===== config.mk =====
export PLATFORM = sky130hd
export DESIGN_NAME = pc_sequencer
export DESIGN_NICKNAME = d
export VERILOG_FILES = /design/src/rtl/pc_sequencer.sv
export SDC_FILE = /design/constraint.sdc
export NUM_CORES = 1
export LEC_CHECK = 0
export ABC_AREA = 1
export BUFFER_PORTS_ARGS = -buffer_cell sky130_fd_sc_hd__buf_2
export CORE_UTILIZATION = 40
export DETAILED_ROUTE_END_ITERATION = 8
export GPL_ROUTABILITY_DRIVEN = 0
export HOLD_SLACK_MARGIN = 0.1
export REMOVE_ABC_BUFFERS = 1
export SKIP_CTS_REPAIR_TIMING = 1
export SYNTH_ARGS = -nofsm -noshare
export SYNTH_HDL_FRONTEND = slang
export SYNTH_SLANG_ARGS = --single-unit

===== constraint.sdc =====
create_clock -name i_clk -period 4.5 [get_ports i_clk]
set_clock_uncertainty 0.1 [all_clocks]
set_input_delay 0.225 -clock i_clk [delete_from_list [all_inputs] [get_ports i_clk]]
set_output_delay 0.225 -clock i_clk [all_outputs]
set_load 0.005 [all_outputs]

===== src/rtl/pc_sequencer.sv =====
// pc_sequencer: program-counter fetch controller with free-run, count-limited and single-step modes,
// branch redirect, stall/backpressure, halt, saturating issue counter and a one-cycle done pulse.
module pc_sequencer #(
  parameter int PC_WIDTH = 32,
  parameter int PC_STEP = 1,
  parameter logic [PC_WIDTH-1:0] RESET_PC = '0,
  parameter int CNT_WIDTH = 16
) (
  input  logic                 i_clk,
  input  logic                 i_reset,
  input  logic                 i_start,
  input  logic [1:0]           i_mode,
  input  logic [CNT_WIDTH-1:0] i_run_count,
  input  logic [PC_WIDTH-1:0]  i_start_pc,
  input  logic                 i_step,
  input  logic                 i_halt,
  input  logic                 i_stall,
  input  logic                 i_branch_valid,
  input  logic [PC_WIDTH-1:0]  i_branch_target,
  input  logic                 i_pc_ready,
  output logic [PC_WIDTH-1:0]  o_pc,
  output logic                 o_pc_valid,
  output logic [CNT_WIDTH-1:0] o_retired_count,
  output logic                 o_busy,
  output logic                 o_done
);
  typedef enum logic [2:0] {IDLE, RUN, STEP_WAIT, STEP_ISSUE, DONE} state_t;
  state_t r_state, w_next;
  logic [PC_WIDTH-1:0] r_pc;
  logic [CNT_WIDTH-1:0] r_cnt, r_run_count, w_cnt_inc;
  logic r_limited;
  logic w_valid, w_issue, w_branch, w_start, w_limit_hit;
  assign w_valid = r_state == RUN || r_state == STEP_ISSUE;
  assign w_issue = w_valid && i_pc_ready && !i_stall;
  assign w_branch = i_branch_valid && (r_state == RUN || r_state == STEP_WAIT || r_state == STEP_ISSUE);
  assign w_start = r_state == IDLE && i_start;
  assign w_cnt_inc = &r_cnt ? r_cnt : r_cnt + 1'b1;
  // Mode 11 is latched as free-run, so only 01 ever arms the limit.
  assign w_limit_hit = r_limited && w_issue && w_cnt_inc == r_run_count;
  always_comb begin
    w_next = r_state;
    case (r_state)
      IDLE: if (i_start) w_next = i_mode == 2'b10 ? STEP_WAIT : (i_mode == 2'b01 && i_run_count == '0) ? DONE : RUN;
      RUN: if (i_halt || w_limit_hit) w_next = DONE;
      STEP_WAIT: w_next = i_halt ? DONE : i_step ? STEP_ISSUE : STEP_WAIT;
      STEP_ISSUE: w_next = i_halt ? DONE : w_issue ? STEP_WAIT : STEP_ISSUE;
      DONE: w_next = IDLE;
      default: w_next = IDLE;
    endcase
  end
  always_ff @(posedge i_clk) begin
    if (!i_reset) begin
      r_state <= IDLE;
      r_pc <= RESET_PC;
      r_cnt <= '0;
      r_run_count <= '0;
      r_limited <= 1'b0;
    end else begin
      r_state <= w_next;
      if (w_start) begin
        r_pc <= i_start_pc;
        r_cnt <= '0;
        r_run_count <= i_run_count;
        r_limited <= i_mode == 2'b01;
      end else begin
        if (w_branch) r_pc <= i_branch_target;
        else if (w_issue) r_pc <= r_pc + PC_WIDTH'(PC_STEP);
        if (w_issue) r_cnt <= w_cnt_inc;
      end
    end
  end
  assign o_pc = r_pc;
  assign o_pc_valid = w_valid;
  assign o_retired_count = r_cnt;
  assign o_busy = r_state != IDLE;
  assign o_done = r_state == DONE;
endmodule


==> qor.yml <==
status: "finished, final reports clean"
syn_inst: 731
rows: 38
num_vias: 5272
syn_to_final_growth_pct: 24.6
die_h_um: 110
hold_class: "in2reg"
cp_max_fo: 42
cts_tree: "built"
fin_crit_sh_pct: 64.8
relSlewSlack_pct: 40.5
fin_util_pct: 52.2
final-hold-violation-count: 0
fmax_ghz: 0.343
cp.arrival_ps: 3060
num_io_pins: 141
drc_errors: 0
htree_levels: 3
slew_violations: 0
insertion_delay_ps: 330
grt.total_usage_pct: 24.9
nFillCells: 1152
p_switching_mw: 0.719
clock_sinks: 68
p_seq_share_pct: 37.8
wl_per_cell_um: 14.5
grt_pass1_wl_mm: 23.0
cts_max_path_buffers: 2
tightest_slew_ps: 892
total_power_mw: 2.07
rsz0062_at_grt: "no"
regArea_sq_um: 1360
grt_pass1_vias: 4902
placedCellCount: 983
p_sw_share_pct: 34.7
grt_start_max_net_pins: 48
place.detailed.hpwl_mm: 10.5
leakage_nw: 2.73
finalSetupTns_ps: 0
comb_power_share_pct: 27.0
vias_per_cell: 5.24
internal_power_mw: 1.35
crit_path_start_kind: "register"
instances_no_fill: 1006
ys.warnings.count: 0
vdd_drop_max_mv: 0.209
drive_above_1_share_pct: 23.1
critPathKind: "reg2reg"
cts_root_buf: "clkbuf_16"
clk_pin_slew_ps: 60
crit_path_end_kind: "register"
worstPathRequired_ps: 4650
synth_area_sq_um: 4640
die_area_sq_um: 12000
multi_input_area_sq_um: 2810
antenna_found_initial: 0
seq_area_frac_synth_pct: 29.3
die_x_um: 110
first_iter_violations: 319
port_buffers: 140
ant_nets: 0
n_antenna_cell: 0
ys_seq_elements: 68
final-setup-viol-count: 0
power_density_nw_per_um2: 358
drv_cap: 0
fin_nets: 953
yosysUniqueCellTypes: 38
core_sq_um: 11100
syn_avg_cell_area_sq_um: 6.35
numCtsBuffers: 9
clock_power_share_pct: 35.2
initial_core_util_pct: 41.9
drtPass1Iterations: 7
routed_wl_mm: 14.6
min_period_ps: 2920
gr-total-overflow: 0
==> registers in the layout, summed over array words and instances, names as in the netlist <==
register         flops
o_pc                32
o_retired_count     16
r_run_count         16
r_state              3
r_limited            1
==> cell usage after synthesis, drive strengths merged <==
cell | count | area [sq um]
nor2 | 78 | 365
nand4 | 16 | 113
or2 | 4 | 25.0
o211ai | 21 | 158
nand3 | 56 | 300
nor4 | 4 | 25.0
a211oi | 1 | 7.51
nand3b | 1 | 7.51
o21bai | 5 | 37.5
nand2 | 171 | 664
a31oi | 7 | 43.8
dfxtp | 68 | 1360
nor3b | 2 | 15.0
o21ai | 70 | 354
nor3 | 9 | 61.3
clkbuf | 22 | 82.6
o221ai | 3 | 26.3
inv | 90 | 338
a21oi | 58 | 290
xor2 | 26 | 228
buf | 10 | 55.1
a31o | 1 | 8.76
xnor2 | 6 | 52.6
ha | 2 | 25.0
==> per-stage QoR <==
| step | hold WS [ps] | area [sq um] | setup slack [ps] |
|---|---|---|---|
| after floorplan | 223 | 4510 | 1390 |
| after global placement | 353 | 5410 | 1710 |
| after detailed placement | 354 | 5410 | 1580 |
| after CTS | 42.1 | 5720 | 1570 |
| after global routing | 101 | 5790 | 1360 |
| final | 90.6 | 5790 | 1580 |
==> metal layers <==
layer,up-vias,share of wire (%),track usage (%)
li1,2664,-,-
met1,2413,44,29.8
met2,173,48,44.3
met3,22,5.5,4.62
met4,0,1.9,8.67
met5,-,0,0
==> path summary, 6_finish.rpt <==
kind,end,start,cells after the start,slack [ps]
worst max-delay path,o_pc[5],r_state[1],11,1580
worst min-delay path,o_pc[16],i_start_pc[16],3,90
worst max register to register,o_pc[5],r_state[1],11,1580
worst min register to register,r_run_count[6],r_run_count[6],2,360
==> cell usage in the layout, fill, tap and decap left out, types with 5 or more instances in the layout <==
cell type	synthesis	final
nand2_1	164	164
buf_2	5	140
inv_1	84	84
dfxtp_1	68	68
o21ai_0	66	66
nor2_1	65	65
a21oi_1	58	58
nand3_1	52	52
xor2_1	26	26
o211ai_1	21	21
nand4_1	14	14
clkbuf_16	0	9
nor2_4	8	8
nor3_1	7	7
a31oi_1	7	7
dlygate4sd3_1	0	7
inv_2	6	6
nand2_2	6	6
xnor2_1	6	6
nor2_2	5	5
o21bai_1	5	5
==> power groups by stage <==
stage                     Sequential (mW)  Combinational (mW)  Clock (mW)
final                               0.783               0.559       0.728
after global routing                0.795               0.637       0.769
after CTS                           0.780               0.558       0.736
after detailed placement            0.792               0.556           0
after global placement              0.791               0.541           0
after floorplan                     0.774               0.342           0
==> critical path, cell delays in order (launching register included) <==
cell      delay [ps]
dfxtp_1          360
nor2_1            60
inv_1             80
nand3_1           80
buf_4            240
inv_2            510
nor3_2           100
buf_4            250
inv_2            530
o21ai_0          170
o21bai_1         190
a21oi_1          150
==> final cells by class <==
type	count	share of cell area, %
Sequential cell	68	23.5
Inverter	90	5.84
Multi-Input combinational cell	541	48.5
Clock inverter	6	1.10
Timing Repair Buffer	151	13.8
Clock buffer	10	4.13
Tap cell	140	3.03
==> kinds of logic (layout without fill, tap and decap cells) <==
logic type               count (synthesis)  in the layout  share of synthesized area (%)
AND/OR/NAND/NOR                        341            341                           33.9
flip-flops                              68             68                           29.3
XOR/XNOR                                32             32                           6.03
buffers and inverters                  122            257                           10.2
AO/OA/AOI/OAI                          166            166                           19.9
adder cells (fa/ha/maj)                  2              2                          0.539
(Power assumes the default switching activity.)
